<file path="config.mk">
export PLATFORM = sky130hd
export DESIGN_NAME = muldiv_seq
export DESIGN_NICKNAME = d
export VERILOG_FILES = /design/src/rtl/struct_pkg.sv /design/src/rtl/muldiv_step.sv /design/src/rtl/muldiv_seq.sv
export SDC_FILE = /design/constraint.sdc
export NUM_CORES = 1
export LEC_CHECK = 0
export BUFFER_PORTS_ARGS = -buffer_cell sky130_fd_sc_hd__buf_2
export CORE_UTILIZATION = 60
export DETAILED_ROUTE_END_ITERATION = 7
export PLACE_DENSITY = 0.75
export SYNTH_ARGS = -nofsm -noshare
export SYNTH_HDL_FRONTEND = slang
export SYNTH_SLANG_ARGS = --single-unit
export TNS_END_PERCENT = 30
</file>
<file path="constraint.sdc">
create_clock -name clk -period 11.05 [get_ports clk]
set_input_delay 1.105 -clock clk [delete_from_list [all_inputs] [get_ports clk]]
set_output_delay 1.105 -clock clk [all_outputs]
set_load 0.02 [all_outputs]
</file>
<file path="src/rtl/struct_pkg.sv">
// Shared types for the RV32M multiply/divide sequencer: op encoding,
// request/response bundles, sequencer states and decode constants.
package struct_pkg;

  // Decode generates start when opcode/funct7 match these values.
  localparam logic [6:0] OPCODE_OP     = 7'b0110011;
  localparam logic [6:0] FUNCT7_MULDIV = 7'b0000001;

  // Op select, encoded exactly as funct3.
  typedef enum logic [2:0] {
    OP_MUL    = 3'b000,
    OP_MULH   = 3'b001,
    OP_MULHSU = 3'b010,
    OP_MULHU  = 3'b011,
    OP_DIV    = 3'b100,
    OP_DIVU   = 3'b101,
    OP_REM    = 3'b110,
    OP_REMU   = 3'b111
  } muldiv_op_e;

  typedef enum logic [1:0] {
    MD_IDLE = 2'd0,
    MD_CALC = 2'd1,
    MD_DONE = 2'd2
  } muldiv_state_e;

  typedef struct packed {
    muldiv_op_e  op;
    logic [4:0]  rd;
    logic [31:0] a;
    logic [31:0] b;
  } muldiv_in_t;

  typedef struct packed {
    logic        done;
    logic        reg_write;
    logic [4:0]  rd;
    logic [31:0] result;
  } muldiv_out_t;

  // rs1 is treated as signed for MUL, MULH, MULHSU, DIV and REM.
  function automatic logic op_signed_a(input muldiv_op_e op);
    return (op == OP_MUL) || (op == OP_MULH) || (op == OP_MULHSU) ||
           (op == OP_DIV) || (op == OP_REM);
  endfunction

  // rs2 is treated as signed for MUL, MULH, DIV and REM.
  function automatic logic op_signed_b(input muldiv_op_e op);
    return (op == OP_MUL) || (op == OP_MULH) || (op == OP_DIV) || (op == OP_REM);
  endfunction

endpackage

</file>
<file path="src/rtl/muldiv_step.sv">
// One iteration of the unsigned datapath: a shift-add multiply step or a
// restoring-divide step, selected by is_div. Purely combinational.
//   multiply: acc = {partial high, multiplier being shifted out}, m = multiplicand
//   divide:   acc[31:0] = dividend shifting into quotient, rem = partial remainder,
//             m = divisor
module muldiv_step
  import struct_pkg::*;
(
  input  logic        is_div,
  input  logic [63:0] acc_i,
  input  logic [32:0] rem_i,
  input  logic [31:0] m_i,
  output logic [63:0] acc_o,
  output logic [32:0] rem_o
);

  logic [32:0] sum;
  logic [33:0] rem_sh;
  logic        ge;

  // Compute both step flavours, then pick the one for the current op.
  always_comb begin
    sum    = {1'b0, acc_i[63:32]} + (acc_i[0] ? {1'b0, m_i} : 33'd0);
    rem_sh = {rem_i, acc_i[31]};
    ge     = (rem_sh >= {2'b00, m_i});
    acc_o  = acc_i;
    rem_o  = rem_i;
    if (is_div) begin
      acc_o = {acc_i[63:32], acc_i[30:0], ge};
      rem_o = ge ? 33'(rem_sh - {2'b00, m_i}) : rem_sh[32:0];
    end else begin
      acc_o = {sum, acc_i[31:1]};
    end
  end

endmodule

</file>
<file path="src/rtl/muldiv_seq.sv">
// Multi-cycle RV32M multiply/divide sequencer for the EX stage.
// Handshake: EX raises start with operands for one cycle in IDLE; stall is
// high combinationally from that cycle until the op completes, so EX keeps
// presenting the op; done pulses for one cycle (DONE state) with result and
// rd_out valid, and stall drops that cycle so EX/MEM captures the result.
// flush aborts any op in flight without a done pulse.
module muldiv_seq
  import struct_pkg::*;
#(
  parameter int XLEN = 32,
  parameter int ITER = 32
) (
  input  logic            clk,
  input  logic            rst_n,
  input  logic            start,
  input  logic [2:0]      funct3,
  input  logic [XLEN-1:0] A,
  input  logic [XLEN-1:0] B,
  input  logic [4:0]      rd_in,
  input  logic            flush,
  output logic            stall,
  output logic            busy,
  output logic            done,
  output logic [XLEN-1:0] result,
  output logic [4:0]      rd_out,
  output logic            regWrite_out,
  output logic [1:0]      dbg_state
);

  muldiv_state_e state_q, state_d;
  muldiv_op_e    op_q, op_d;
  logic [4:0]    cnt_q, cnt_d, rd_q, rd_d;
  logic [63:0]   acc_q, acc_d, step_acc;
  logic [32:0]   rem_q, rem_d, step_rem;
  logic [31:0]   m_q, m_d, spec_val_q, spec_val_d, result_q, result_d;
  logic          neg_q, neg_d, spec_q, spec_d;

  muldiv_in_t  req;
  muldiv_out_t rsp;
  logic        accept, sa_in, sb_in, spec_in, is_div_in;
  logic [31:0] a_mag, b_mag, spec_val_in, fixed;
  logic [63:0] prod;

  assign req.op = muldiv_op_e'(funct3);
  assign req.rd = rd_in;
  assign req.a  = A;
  assign req.b  = B;

  // Decode the incoming request: magnitudes, result sign and fast-path cases.
  always_comb begin
    accept    = (state_q == MD_IDLE) && start && !flush;
    is_div_in = req.op[2];
    sa_in     = op_signed_a(req.op) && req.a[31];
    sb_in     = op_signed_b(req.op) && req.b[31];
    a_mag     = sa_in ? -req.a : req.a;
    b_mag     = sb_in ? -req.b : req.b;
    spec_in   = 1'b0;
    spec_val_in = 32'd0;
    if (is_div_in && (req.b == 32'd0)) begin
      spec_in     = 1'b1;
      spec_val_in = req.op[1] ? req.a : 32'hFFFF_FFFF;
    end else if (((req.op == OP_DIV) || (req.op == OP_REM)) &&
                 (req.a == 32'h8000_0000) && (req.b == 32'hFFFF_FFFF)) begin
      spec_in     = 1'b1;
      spec_val_in = req.op[1] ? 32'd0 : 32'h8000_0000;
    end
  end

  muldiv_step u_step (
    .is_div (op_q[2]),
    .acc_i  (acc_q),
    .rem_i  (rem_q),
    .m_i    (m_q),
    .acc_o  (step_acc),
    .rem_o  (step_rem)
  );

  // State register.
  always_ff @(posedge clk or negedge rst_n) begin
    if (!rst_n) state_q <= MD_IDLE;
    else        state_q <= state_d;
  end

  // Next-state logic: IDLE -> CALC (or DONE on fast path) -> DONE -> IDLE.
  always_comb begin
    state_d = state_q;
    case (state_q)
      MD_IDLE: if (accept) state_d = spec_in ? MD_DONE : MD_CALC;
      MD_CALC: begin
        if (flush)                         state_d = MD_IDLE;
        else if (cnt_q == 5'(ITER - 1))    state_d = MD_DONE;
      end
      MD_DONE: state_d = MD_IDLE;
      default: state_d = MD_IDLE;
    endcase
  end

  // Sign fix-up and result selection for the DONE cycle.
  always_comb begin
    prod  = neg_q ? -acc_q : acc_q;
    fixed = 32'd0;
    case (op_q)
      OP_MUL:                         fixed = prod[31:0];
      OP_MULH, OP_MULHSU, OP_MULHU:   fixed = prod[63:32];
      OP_DIV, OP_DIVU:                fixed = neg_q ? -acc_q[31:0] : acc_q[31:0];
      OP_REM, OP_REMU:                fixed = neg_q ? -rem_q[31:0] : rem_q[31:0];
    endcase
    if (spec_q) fixed = spec_val_q;
  end

  // FSM outputs.
  always_comb begin
    stall         = accept || (state_q == MD_CALC);
    busy          = (state_q != MD_IDLE);
    rsp.done      = (state_q == MD_DONE) && !flush;
    rsp.reg_write = rsp.done && (rd_q != 5'd0);
    rsp.rd        = rd_q;
    rsp.result    = (state_q == MD_DONE) ? fixed : result_q;
    done          = rsp.done;
    regWrite_out  = rsp.reg_write;
    rd_out        = rsp.rd;
    result        = rsp.result;
    dbg_state     = state_q;
  end

  // Datapath next values: latch on accept, iterate in CALC, hold result in DONE.
  always_comb begin
    op_d       = op_q;
    rd_d       = rd_q;
    cnt_d      = cnt_q;
    acc_d      = acc_q;
    rem_d      = rem_q;
    m_d        = m_q;
    neg_d      = neg_q;
    spec_d     = spec_q;
    spec_val_d = spec_val_q;
    result_d   = result_q;
    if (accept) begin
      op_d       = req.op;
      rd_d       = req.rd;
      cnt_d      = 5'd0;
      acc_d      = {32'd0, is_div_in ? a_mag : b_mag};
      rem_d      = 33'd0;
      m_d        = is_div_in ? b_mag : a_mag;
      neg_d      = (req.op == OP_REM || req.op == OP_REMU) ? sa_in : (sa_in ^ sb_in);
      spec_d     = spec_in;
      spec_val_d = spec_val_in;
    end
    if (state_q == MD_CALC) begin
      acc_d = step_acc;
      rem_d = step_rem;
      cnt_d = cnt_q + 5'd1;
    end
    if ((state_q == MD_DONE) && !flush) result_d = fixed;
  end

  // Datapath registers.
  always_ff @(posedge clk or negedge rst_n) begin
    if (!rst_n) begin
      op_q       <= OP_MUL;
      rd_q       <= 5'd0;
      cnt_q      <= 5'd0;
      acc_q      <= 64'd0;
      rem_q      <= 33'd0;
      m_q        <= 32'd0;
      neg_q      <= 1'b0;
      spec_q     <= 1'b0;
      spec_val_q <= 32'd0;
      result_q   <= 32'd0;
    end else begin
      op_q       <= op_d;
      rd_q       <= rd_d;
      cnt_q      <= cnt_d;
      acc_q      <= acc_d;
      rem_q      <= rem_d;
      m_q        <= m_d;
      neg_q      <= neg_d;
      spec_q     <= spec_d;
      spec_val_q <= spec_val_d;
      result_q   <= result_d;
    end
  end

endmodule

</file>
# == Word level (Yosys, flattened, before mapping) ==
# Index checks and enable logic that the tools add are counted.
# W data, S select, Z words.
# classes
n_reduce_logical,32
mux,32
n_addsub,8
eq_ne,21
n_bitwise,1
n_lt_le_gt_ge,1
# ops
op,count
$mux W32,13
$mux W64,4
$mux W33,4
$neg A32 Y32,4
$pmux W32 S4,1
$eq A32 B32 Y1 const B,2
$neg A64 Y64,1
$ge A34 B32 Y1,1
$add A32 B33 Y33,1
$sub A33 B32 Y33,1
$logic_not A32 Y1,1
$eq A3 B3 Y1 const B,7
$mux W5,2
$eq A3 B2 Y1 const B,3
$logic_and A1 B1 Y1,9
$logic_or A1 B1 Y1,9
$mux W2,4
$eq A3 B1 Y1 const B,2
$logic_not A3 Y1,2
$ne A2 B2 Y1 const B,3
$reduce_and A2 Y1,3
$add A5 B1 Y5 const B,1
$eq A5 B5 Y1 const B,1
$reduce_bool A5 Y1,1
11 further kinds,15
# totals
wordCells,107
inputBits,76
out_inout_bits,43
regBits,210

# == Logic depth before layout (Yosys ltp) ==
# depth
ltp_word,10
depth_mapped,15
depth_no_buf,13

# == Cells and area by module ==
# A second synthesis with hierarchy kept.
# hier_totals
hier_cells,2472
hier_area_um2,18811.8
# modules_own_cells
mod,cells_each,seq_area_each_um2,area_each_um2,n_inst
muldiv_seq,1727,5255.0,13923.4,1
muldiv_step,745,0.0,4888.4,1

# == Least setup slack after synthesis ==
# Ideal clock, no wire load.
# synth_path
path_kind,flip-flop to output port
startpoint,register acc_q[0]
endpoint,output result[24]
t_required_ns,9.945
stages_incl_launch_ff,12
arrival_ns,3.174
setup_slack_ns,6.771
n_path_buf,2
path_cell_list,dfrtp_1 -> clkbuf_1 -> inv_1 -> clkbuf_1 -> ha_1 -> nand4b_1 -> nor4_4 -> nand3_2 -> o31ai_1 -> xnor2_1 -> a21oi_1 -> a221oi_1
# synth_via
elab_chain_len,5
elab_cells_between_ends,7
cone_classes,add/sub (2); mux (5)
# synth_rtl
element,line,rtl
from (decl),muldiv_seq.sv:33,"logic [63:0] acc_q, acc_d, step_acc;"
from (signal assigned),muldiv_seq.sv:163,acc_q <= 64'd0;
from (signal assigned),muldiv_seq.sv:174,acc_q <= acc_d;
$neg A64 Y64 / $neg A32 Y32 (equally long branches),"muldiv_seq.sv:100, muldiv_seq.sv:105",
$mux W64 / $mux W32 (equally long branches),"muldiv_seq.sv:100, muldiv_seq.sv:105",
$pmux W32 S4 (*),muldiv_seq.sv:102,case (op_q)
$mux W32 (*),muldiv_seq.sv:108,if (spec_q) fixed = spec_val_q;
$mux W32 (*),muldiv_seq.sv:118,rsp.result = (state_q == MD_DONE) ? fixed : result_q;
to (decl),muldiv_seq.sv:24,"output logic [XLEN-1:0] result,"
# Mark *: on every way between the ends. The rest lies on a longest branch, timed or not.

# == Worst setup path after layout ==
# layout_path
startpoint,register acc_q[12]
endpoint,output result[3]
# layout_via
elab_chain_len,5
# layout_rtl
element,line,rtl
$neg A64 Y64,muldiv_seq.sv:100,prod = neg_q ? -acc_q : acc_q;
$mux W64,muldiv_seq.sv:100,
$pmux W32 S4,muldiv_seq.sv:102,
$mux W32,muldiv_seq.sv:108,
$mux W32,muldiv_seq.sv:118,
# No other way between the ends.

==> flow_metrics.py <==
metrics = {
    "die": {
        "chipHeight_um": 173,
        "die_area_um2": 30000,
        "die_w_um": 173,
        "num_rows": 62,
        "start_util_pct": 61.2,
        "io-pin-count": 119,
        "coreArea_um2": 28800,
    },
    "synthesis": {
        "async_reset_ff_share_pct": 100,
        "yosys_warnings": 0,
        "synth.distinct_cells": 77,
        "synth_seq_area_share_pct": 29.8,
        "synth_nets": 2435,
        "netlist_area_um2": 17600,
        "synth-seq-cells": 210,
        "syn_avg_cell_area_um2": 7.70,
        "synth_edf_count": 0,
        "syn_inst": 2286,
        "synth_ff_type": "dfrtp_1",
    },
    "critical_path": {
        "crit_top_cell": "o21ai_1",
        "crit_required_ns": 9.95,
        "critical_path_depth": 10,
        "path_delay_family": "simple AND/OR/NAND/NOR gates",
        "critPathBufInv": 1,
        "r2r_cells": 13,
        "cp_cell_sequence": "or4_4 > nor4_1 > nand4_1 > o41ai_1 > xnor2_1 > a222oi_1 > nand2_1 > o21ai_1 > o21ai_1 > buf_2",
        "path_max_fanout": 6,
        "end_kind": "output pin",
        "max_stage_delay_ns": 0.69,
        "worstSetupStartpointType": "register",
        "crit_slowest_cell": "a222oi_1",
        "critPathKind": "reg -> out",
        "arrival_ns": 4.39,
    },
    "timing": {
        "fin_crit_ns": 5.50,
        "worst_slew_pin_slew_ns": 1.19,
        "setup_viol": 0,
        "slew_headroom_pct": 20.5,
        "hold_viol": 0,
        "rsz0062_at_grt": "no",
        "period_share_pct": 49.7,
        "fin_tns_setup_ns": 0,
        "fin_skew_ns": 0.0128,
        "max_freq_mhz": 182,
        "final_max_slew_viol_count": 0,
    },
    "global_route": {
        "grt_pass1_wl_um": 96600,
        "overflow": 0,
        "grt_antenna_before_repair": 7,
        "first_global_vias": 16368,
        "grt_use_total_pct": 41.6,
        "grt_max_degree": 104,
    },
    "drt": {
        "drc_errors": 8,
        "via_per_inst": 6.67,
        "avgRoutedWirePerCell_um": 23.4,
        "wl_um": 63600,
        "dr.pass1.iters": 8,
        "drt_iter0_drc": 2221,
        "via_count": 18095,
        "antenna_left": 0,
    },
    "outcome": {
        "status": "complete, but fails checks",
        "violations": "DRC",
    },
    "placement": {
        "routabilityCongestion": 1.07,
        "place_hpwl_um": 47700,
        "dp.cells": 2664,
        "portBuffers": 118,
    },
    "finish": {
        "fillers": 2497,
        "final_common_cell": "nand2_1",
        "fin_cells": 2713,
        "nNetsFinal": 2457,
        "syn2layout_area_growth_pct": 9.78,
        "final_cell_mix": "nand2_1, o21ai_0, dfrtp_1",
        "drive_above_1_share_pct": 9.88,
    },
    "pwr": {
        "power.density_nw_per_um2": 256,
        "leakagePower_nw": 8.35,
        "max-vdd-ir-drop_mv": 0.185,
    },
    "worst_hold_path": {
        "worstHoldPathType": "reg -> reg",
        "hold_depth": 2,
    },
    "cts": {
        "clockRootBuffer": "clkbuf_16",
        "cts_resized": 0,
        "cts_buffers": 26,
        "clock_latency_ns": 0.55,
        "clock_path_buffers": 3,
        "cts_tree": "done",
        "cts_sinks": 210,
        "clk_pin_slew_ns": 0.06,
        "post_cts_buffers": 0,
        "htree_levels": 1,
        "ctsHoldBuffers": 0,
    },
    "run": {
        "maxCapViolations": 0,
    },
}
==> routing by layer <==
| layer | vias to the layer above | track usage [%] | share of wire [%] |
|---|---|---|---|
| li1 | 8304 | - | - |
| met3 | 202 | 8.95 | 11 |
| met1 | 8498 | 57.3 | 40 |
| met5 | - | 0 | 0.072 |
| met2 | 1083 | 62.8 | 43 |
| met4 | 8 | 18.2 | 5.3 |
==> state kept, by name, indices dropped and copies added, names as in the netlist <==
| name | flops |
|---|---|
| op_q | 3 |
| spec_val_q | 32 |
| neg_q | 1 |
| result_q | 32 |
| rem_q | 33 |
| m_q | 32 |
| spec_q | 1 |
| acc_q | 64 |
| cnt_q | 5 |
| dbg_state | 2 |
| rd_out | 5 |
==> stage by stage <==
step                      power [mW]  setup slack, ns  hold slack (ns)  utilization (%)  instance area [um^2]
after floorplan                 3.08             6.77            0.440                -                 17600
after global placement          3.81             6.40            0.455             63.7                 18300
after detailed placement        3.86             6.30            0.458             63.7                 18300
after CTS                       4.84             5.69            0.472             67.2                 19300
after global routing            5.22             5.40            0.492             67.2                 19300
final                           4.94             5.55            0.477             67.2                 19300
==> path summary, 6_finish.rpt <==
| path | startpoint | to | slack, ns |
|---|---|---|---|
| max | acc_q[12]$_DFFE_PN0P_ | result[3] | 5.55 |
| min | spec_val_q[12]$_DFFE_PN0P_ | spec_val_q[12]$_DFFE_PN0P_ | 0.48 |
| max reg2reg | acc_q[31]$_DFFE_PN0P_ | rem_q[21]$_DFFE_PN0P_ | 6.34 |
| min reg2reg | spec_val_q[12]$_DFFE_PN0P_ | spec_val_q[12]$_DFFE_PN0P_ | 0.48 |
| max in group asynchronous | rst_n | neg_q$_DFFE_PN0P_ | 8.54 |
| min in group asynchronous | rst_n | acc_q[52]$_DFFE_PN0P_ | 0.56 |
==> worst register-to-register path, delay by kind of cell (launching register included) <==
kind                       cells  cell delay, ns
and+or+nand+nor                3            1.22
adders and majority gates      2            0.65
AOI/OAI and AO/OA              5            1.33
DFF                            1            0.57
buffers and inverters          3            0.80
==> cell families (layout without fill, tap and decap cells) <==
group / count (synthesis) / count (layout) / synth area share (%)
XOR/XNOR: 190 / 190 / 9.45
other: 0 / 1 / 0
buffers and inverters: 214 / 256 / 4.58
flip-flops: 210 / 210 / 29.8
AO/OA/AOI/OAI: 756 / 756 / 27.1
AND/OR/NAND/NOR: 787 / 787 / 20.5
multiplexers: 56 / 56 / 3.25
adder cells (fa/ha/maj): 73 / 73 / 5.27
==> final cells by class <==
class	count	area, um^2	area share (%)
clock inverters	11	193	0.997
repair buffers	140	766	3.96
diodes	1	2.50	0.0129
flip-flops and latches	210	5260	27.2
well taps	384	480	2.49
inverters	68	255	1.32
clock buffers	37	793	4.10
multi-input cells	1862	11600	59.9
==> synthesized netlist by cell type, types with 4 or more instances <==
master / count / share of area [%]
nor2b_1: 37 / 1.3
o32ai_1: 8 / 0.40
o211ai_1: 30 / 1.3
inv_1: 66 / 1.4
a22o_1: 7 / 0.35
a311oi_1: 5 / 0.25
nand3_1: 38 / 1.1
buf_1: 10 / 0.21
a221oi_1: 6 / 0.30
a211o_1: 17 / 0.85
and3_1: 8 / 0.28
o41ai_1: 16 / 0.80
nor3_1: 51 / 1.4
o221ai_1: 12 / 0.60
nor4_1: 18 / 0.64
o21ai_1: 15 / 0.43
nor2_1: 188 / 4.0
or2_2: 4 / 0.14
o22ai_1: 27 / 0.96
a21o_1: 23 / 0.98
a22oi_1: 19 / 0.81
a21oi_1: 154 / 4.4
nand4_1: 17 / 0.60
nand2_1: 335 / 7.1
ha_1: 71 / 5.0
nand2b_1: 23 / 0.82
xnor2_1: 90 / 4.5
dfrtp_1: 210 / 30
o21bai_1: 10 / 0.43
o21ai_0: 240 / 6.8
a32oi_1: 9 / 0.45
or3_1: 18 / 0.64
mux2_2: 9 / 0.58
or4_1: 13 / 0.55
o31ai_1: 71 / 3.0
xor2_1: 100 / 5.0
o21a_1: 8 / 0.34
a31oi_1: 13 / 0.46
and2_1: 13 / 0.46
a211oi_1: 39 / 1.7
mux2i_1: 47 / 2.7
clkbuf_1: 134 / 2.9
==> where the power goes <==
part           internal (mW)  total [mW]  switching (mW)
Combinational          0.988        2.64            1.65
Clock                  0.615       0.981           0.366
Sequential             0.948        1.32           0.375
Total                   2.55        4.94            2.39
Note: power is estimated with default switching activity, not from simulation.
